**config.mk**
```make
export PLATFORM = sky130hd
export DESIGN_NAME = wb_port_arbiter
export DESIGN_NICKNAME = d
export VERILOG_FILES = /design/src/rtl/wb_port_arbiter.sv
export SDC_FILE = /design/constraint.sdc
export NUM_CORES = 1
export LEC_CHECK = 0
export CAP_MARGIN = 10
export CORE_ASPECT_RATIO = 0.6
export CORE_MARGIN = 1
export CORE_UTILIZATION = 25
export CTS_BUF_LIST = sky130_fd_sc_hd__clkbuf_4
export DETAILED_ROUTE_END_ITERATION = 7
export PLACE_DENSITY = 0.47
export SETUP_SLACK_MARGIN = 0.1
export SYNTH_ARGS = -nofsm -noshare
export SYNTH_HDL_FRONTEND = slang
export SYNTH_SLANG_ARGS = --single-unit
```
**constraint.sdc**
```tcl
create_clock -name clk -period 3.2 [get_ports clk]
set_input_delay 0.32 -clock clk [delete_from_list [all_inputs] [get_ports clk]]
set_output_delay 0.32 -clock clk [all_outputs]
set_load 0.005 [all_outputs]
```
**src/rtl/wb_port_arbiter.sv**
```systemverilog
// wb_port_arbiter: merges the EX-result (r0) and MEM-load (r1) writeback streams
// into a single registered regfile write port. Each requester owns one buffer
// entry; pending entries can be looked up for forwarding through q_addr.
// Build option: define WB_ARB_RR_EN to alternate grants on different-address
// conflicts; without it r1 always wins such conflicts.
module wb_port_arbiter #(
  parameter int unsigned DW = 32,
  parameter int unsigned AW = 5
) (
  input  logic          clk,
  input  logic          rst,
  input  logic          r0_valid,
  input  logic [AW-1:0] r0_addr,
  input  logic [DW-1:0] r0_data,
  output logic          r0_ready,
  input  logic          r1_valid,
  input  logic [AW-1:0] r1_addr,
  input  logic [DW-1:0] r1_data,
  output logic          r1_ready,
  output logic          we,
  output logic [AW-1:0] waddr,
  output logic [DW-1:0] wdata,
  input  logic [AW-1:0] q_addr,
  output logic          q_hit,
  output logic [DW-1:0] q_data
);

  // Buffer entries; age1 set means buffer 1 holds the older entry.
  logic          b0_v, b1_v;
  logic [AW-1:0] b0_a, b1_a;
  logic [DW-1:0] b0_d, b1_d;
  logic          age1;

  logic elig0, elig1;
  logic drop0, drop1;
  logic gnt0, gnt1;
  logic free0, free1;
  logic keep0, keep1;
  logic acc0, acc1;

`ifdef WB_ARB_RR_EN
  // Set when the most recent grant went to buffer 1.
  logic last1;
`endif

  // Address 0 entries are never written; they just retire.
  assign elig0 = b0_v && (b0_a != '0);
  assign elig1 = b1_v && (b1_a != '0);
  assign drop0 = b0_v && (b0_a == '0);
  assign drop1 = b1_v && (b1_a == '0);

  // Pick at most one writable buffer this cycle.
  always_comb begin
    gnt0 = 1'b0;
    gnt1 = 1'b0;
    if (elig0 && elig1) begin
      if (b0_a == b1_a) begin
        // Same destination: program order must be preserved.
        gnt1 = age1;
        gnt0 = !age1;
      end else begin
`ifdef WB_ARB_RR_EN
        gnt1 = !last1;
        gnt0 = last1;
`else
        gnt1 = 1'b1;
`endif
      end
    end else begin
      gnt0 = elig0;
      gnt1 = elig1;
    end
  end

  assign free0 = gnt0 || drop0;
  assign free1 = gnt1 || drop1;
  assign keep0 = b0_v && !free0;
  assign keep1 = b1_v && !free1;

  // A buffer that retires this cycle can be refilled at the same edge.
  assign r0_ready = !rst && (!b0_v || free0);
  assign r1_ready = !rst && (!b1_v || free1);
  assign acc0 = r0_valid && r0_ready;
  assign acc1 = r1_valid && r1_ready;

  // Buffer load/retire and relative age tracking.
  always_ff @(posedge clk) begin
    if (rst) begin
      b0_v <= 1'b0;
      b1_v <= 1'b0;
      b0_a <= '0;
      b1_a <= '0;
      b0_d <= '0;
      b1_d <= '0;
      age1 <= 1'b0;
    end else begin
      b0_v <= keep0 || acc0;
      b1_v <= keep1 || acc1;
      if (acc0) begin
        b0_a <= r0_addr;
        b0_d <= r0_data;
      end
      if (acc1) begin
        b1_a <= r1_addr;
        b1_d <= r1_data;
      end
      // A surviving entry is older than a fresh one; two fresh ones make r1 older.
      age1 <= (keep0 && keep1) ? age1 : !keep0;
    end
  end

`ifdef WB_ARB_RR_EN
  // Remember who was granted last for round-robin alternation.
  always_ff @(posedge clk) begin
    if (rst) begin
      last1 <= 1'b0;
    end else if (gnt0 || gnt1) begin
      last1 <= gnt1;
    end
  end
`endif

  // Registered regfile write port; address/data hold when idle.
  always_ff @(posedge clk) begin
    if (rst) begin
      we    <= 1'b0;
      waddr <= '0;
      wdata <= '0;
    end else begin
      we <= gnt0 || gnt1;
      if (gnt1) begin
        waddr <= b1_a;
        wdata <= b1_d;
      end else if (gnt0) begin
        waddr <= b0_a;
        wdata <= b0_d;
      end
    end
  end

  // Forwarding lookup; the younger entry is the newest value for a register.
  logic m0, m1;
  always_comb begin
    m0     = !rst && b0_v && (q_addr != '0) && (b0_a == q_addr);
    m1     = !rst && b1_v && (q_addr != '0) && (b1_a == q_addr);
    q_hit  = m0 || m1;
    q_data = '0;
    if (m0 && m1) begin
      q_data = age1 ? b0_d : b1_d;
    end else if (m0) begin
      q_data = b0_d;
    end else if (m1) begin
      q_data = b1_d;
    end
  end

endmodule

```
# [Word-level counts from Yosys, hierarchy flattened]
# Index checks and enable logic that the tools add are counted.
[classes] muxes=12 reduce_logical=40 n_eq_ne=3
[ops] operator="32-bit 2-to-1 mux" n=6
[ops] operator="1-bit logical AND" n=19
[ops] operator="5-bit equality test" n=3
[ops] operator="5-bit nonzero test" n=3
[ops] operator="5-bit logical NOT" n=2
[ops] operator="5-bit 2-to-1 mux" n=2
[ops] operator="1-bit logical OR" n=8
[ops] operator="1-bit logical NOT" n=7
[ops] operator="1-bit 2-to-1 mux" n=4
[ops] operator="2-bit nonzero test" n=1
[totals] output_inout_bits=73 elab_cells=65 input_bits=83 reg_bits=115

# [Depth between registers and ports, before layout]
[depth] depth_word=9 ltp_mapped=8 ltp_nobuf=5

# [Worst setup path before layout]
# Ideal clock, no wire load.
[synth_path] path_kind="reg-to-output" from="reg b1_a[4]" to="out q_data[10]" path_buffers=1 path_slack_ns=1.071 path_stages_with_launch=7 required_ns=2.880 t_arrival_ns=1.809 cell_sequence="dfxtp_1 -> xnor2_1 -> nand4_1 -> or4_1 -> o21a_1 -> clkbuf_1 -> a22o_1"
[synth_between] elab_chain_cells=5 elab_cells_between_ends=6 classes_between="1 x eq/ne; 3 x mux; 2 x reduce/logical"
[synth_lines] element="start, declared" line="30" text="logic [AW-1:0] b0_a, b1_a;"
[synth_lines] element="start signal, assigned" line="104" text="b1_a <= r1_addr;"
[synth_lines] element="5-bit equality test *" line="145" text="m1 = !rst && b1_v && (q_addr != '0) && (b1_a == q_addr);"
[synth_lines] element="1-bit logical AND *" line="145"
[synth_lines] element="32-bit 2-to-1 mux" line="152" text="end else if (m1) begin"
[synth_lines] element="32-bit 2-to-1 mux" line="150" text="end else if (m0) begin"
[synth_lines] element="32-bit 2-to-1 mux *" line="148" text="if (m0 && m1) begin"
[synth_lines] element="end, declared" line="25" text="output logic [DW-1:0] q_data"
# Mark *: on every way between the ends. The rest lies on a longest branch, timed or not.

# [Final worst setup path]
[layout_path] from="in q_addr[1]" to="out q_data[27]"
[layout_between] elab_chain_cells=6 elab_cells_between_ends=11 classes_between="2 x eq/ne; 3 x mux; 6 x reduce/logical"
[layout_lines] element="start, declared" line="23" text="input logic [AW-1:0] q_addr,"
[layout_lines] element="5-bit nonzero test" line="144, 145"
[layout_lines] element="1-bit logical AND (2 in series)" line="145"
[layout_lines] element="32-bit 2-to-1 mux" line="152"
[layout_lines] element="32-bit 2-to-1 mux" line="150"
[layout_lines] element="32-bit 2-to-1 mux *" line="148"
# Marked as above.

==> summary.md <==
| Metric | Value |
|---|---|
| Post-synth top area share | `roughly two fifths` |
| Reg2reg path depth | `7` |
| Synthesized Nets | `651` |
| Post-synth EDFFs | `0` |
| Hold Violations, Final | `0` |
| Syn-to-layout area delta | `42.5%` |
| Main area contributors after synthesis | `dfxtp_1, nand2b_1, mux2_4` |
| Startpoint types | `input pin` |
| Gr ovfl total | `0` |
| Final min period | `3.15 ns` |
| Largest net degree at the start of global routing | `103` |
| CTS buffer count | `17` |
| DRC | `0` |
| Power density over cell area | `376 mW/mm²` |
| Slew margin rel. | `34.2%` |
| Worst vdd ir | `0.000135 V` |
| Post-route ant nets | `0` |
| Ys flop type | `dfxtp_1` |
| Critical Path Start | `q_addr[1]` |
| Total die area | `0.0234 mm²` |
| Max-slew violations | `0` |
| Post-DP HPWL | `12,200 µm` |
| Period utilization | `98.4%` |
| Layout Skew | `0.0254 ns` |
| Synth async-reset ratio | `0%` |
| GR Util All Layers | `16.1%` |
| RR Startpoint | `b1_a[1]` |
| Die X-Extent | `around 200 µm` |
| # fillers | `2,259` |
| Worst min-delay path class | `input pin to flip-flop` |
| Core area | `0.0222 mm²` |
| Root buf cell | `clkbuf_4` |
| Leading area contributor after synthesis | `dfxtp_1` |
| Final setup violation count | `0` |
| Clk_lat worst skew | `around 0.53 ns` |
| Outcome | `complete, no violations` |
| Most frequent cells in the layout | `clkdlybuf4s50_1, dfxtp_1, nand2b_1` |
| Setup crit end | `q_data[27]` |
| Drt pass-1 iters | `5` |
| CTS Sinks | `115` |
| Total Routed Length | `19,200 µm` |
| Vias/cell | `4.66` |
| Mapped cell area | `0.00569 mm²` |
| TNS Setup | `0 ns` |
| Hold Buf Count CTS | `0` |
| Routability Congestion | `0.787` |
| Register area | `0.00233 mm²` |
| Share of post-route cells with drive strength above 1 | `19.9%` |
| Die span in y | `119 µm` |
| Drt wl/cell | `approximately 18 µm` |
| Number of global-route vias before repair | `slightly below 5,000` |
| Pwr Total | `3.05 mW` |
| Initial antenna violation count | `2` |
| Critical path fanouts, max | `4` |
| Peak per-stage delay on the critical path | `0.55 ns` |
| Multi-input logic area | `0.00324 mm²` |
| Initial Util | `25.7%` |
| RR Endpoint | `b1_d[6]` |
| DR vias | `about 5,000` |
| Critical Path RT | `2.88 ns` |
| Worst setup EP type | `output port` |
| TritonCTS clock tree | `built` |
| Worst EP arrival | `2.83 ns` |
| Leak pwr | `3.38 nW` |
| Io pins | `156` |
| Port Buf Inserts | `155` |
| Clk buf depth | `2` |
| Average size of a mapped cell | `roughly 10 µm²` |
| Synthesis Warnings | `0` |
| R2R Setup Slk | `approximately 0.60 ns` |
| Mapped Cells | `between 500 and 600` |
| Cell row count | `42` |
| Clock transition at the registers of the reported paths | `0.11 ns` |
| Fmax achieved | `317 MHz` |
| Global-route wire length before repair | `28,600 µm` |
| Measured slew at the worst slew-check pin | `~1 ns` |
| Commonest non-fill, non-tap cell in the layout | `clkdlybuf4s50_1` |
| FF+latch count, synth | `115` |
| Max-cap viol count | `0` |
| Post-synthesis sequential area ratio | `40.4%` |
| DR iter-0 viols | `251` |
| H-tree Lvls | `4` |
| CP cell instances | `clkdlybuf4s50_1 > or4_1 > nor2_2 > or4_4 > buf_6 > a21oi_4 > buf_6 > buf_12 > buf_12 > buf_4 > a22o_1 > dlygate4sd2_1` |
| Nets | `822` |
| CP max-delay cell | `or4_1` |
| Unrepaired setup endpoints after global routing | `yes` |
| Critical path type | `input pin to output port` |
| Yosys cell types | `37` |
-- synthesized netlist by cell type, drive strengths merged (2+ instances only) --
library cell  instances
dfxtp               115
nand4                 3
nand2b               75
clkbuf               26
nor2                  4
mux2                 37
o21ai                 2
xnor2                10
a21oi                38
xor2                  5
o21a                  3
a221o                37
nand2                67
nor4                  2
mux2i                37
nor2b                38
or4                   4
and2                  5
a22o                 32
buf                  19
nor3                  2
-- what timing repair did --
item | in CTS | in global routing
setup endpoints to repair | 33 | 25
pin swaps | 4 | 9
setup buffers | 3 | 20
gates cloned | 0 | 1
resized for setup | 33 | 55
-- sequential cells by signal, indices dropped and copies added (netlist names) --
signal / count
b1_d: 32
b0_a: 5
b0_v: 1
waddr: 5
we: 1
age1: 1
b0_d: 32
b1_v: 1
wdata: 32
b1_a: 5
-- final cells by class --
type	count	share of cell area (%)
Antenna cell	1	0.0308
Clock buffer	20	1.85
Clock inverter	10	0.555
Inverter	1	0.0463
Multi-Input combinational cell	407	39.9
Sequential cell	115	28.7
Tap cell	308	4.75
Timing Repair Buffer	197	24.1
-- critical path: cells and delay by family --
family | cells | cell delay (ns)
buffers and inverters | 7 | 1.36
AO/OA/AOI/OAI | 2 | 0.24
AND/OR/NAND/NOR | 3 | 0.92
-- per-stage QoR --
step	instance area (µm²)	hold WS [ns]	utilization (%)	instances	setup WS (ns)
CTS	7830	0.212	35.3	1037	-0.0934
finish	8110	0.301	36.6	1059	0.0502
global route	8110	0.234	36.6	1058	-0.0600
floorplan	5690	0.437	-	568	1.07
global placement	7600	0.492	34.3	1004	-0.0223
detailed placement	7600	0.489	34.3	1004	-0.0631
-- worst min-delay path by stage --
stage,start,end,slack [ns],cells past startpoint
5_1_grt,rst,b0_a[4],0.23,3
3_5_place_dp,b1_d[2],wdata[2],0.49,1
2_1_floorplan,r0_valid,b0_v,0.44,2
6_report,rst,b0_a[4],0.30,3
4_1_cts,rst,b0_d[2],0.21,3
3_3_place_gp,b1_d[11],wdata[11],0.49,1
-- per-layer routing --
metal | GRT usage, % | routed length, µm | vias to the layer above
met3 | 6.54 | 1470 | 14
li1 | - | - | 2352
met4 | 3.44 | 133 | 2
met2 | 22.7 | 7870 | 178
met1 | 22.6 | 9720 | 2385
met5 | 0 | 13 | -
-- logic make-up after synthesis --
kind of cell    Yosys count  share of synthesized area (%)
compound gates          115                           16.4
xor+xnor                 15                           2.31
buf+inv                  46                           4.97
flops                   115                           40.4
mux                      74                           15.8
simple gates            203                           20.1
-- where the power goes --
group	internal [mW]	leakage, nW	switching, mW
registers	1.52	0.951	0.0885
clock network	0.304	0.113	0.558
logic	0.331	2.32	0.245
total	2.16	3.38	0.891
(Power assumes the default switching activity.)
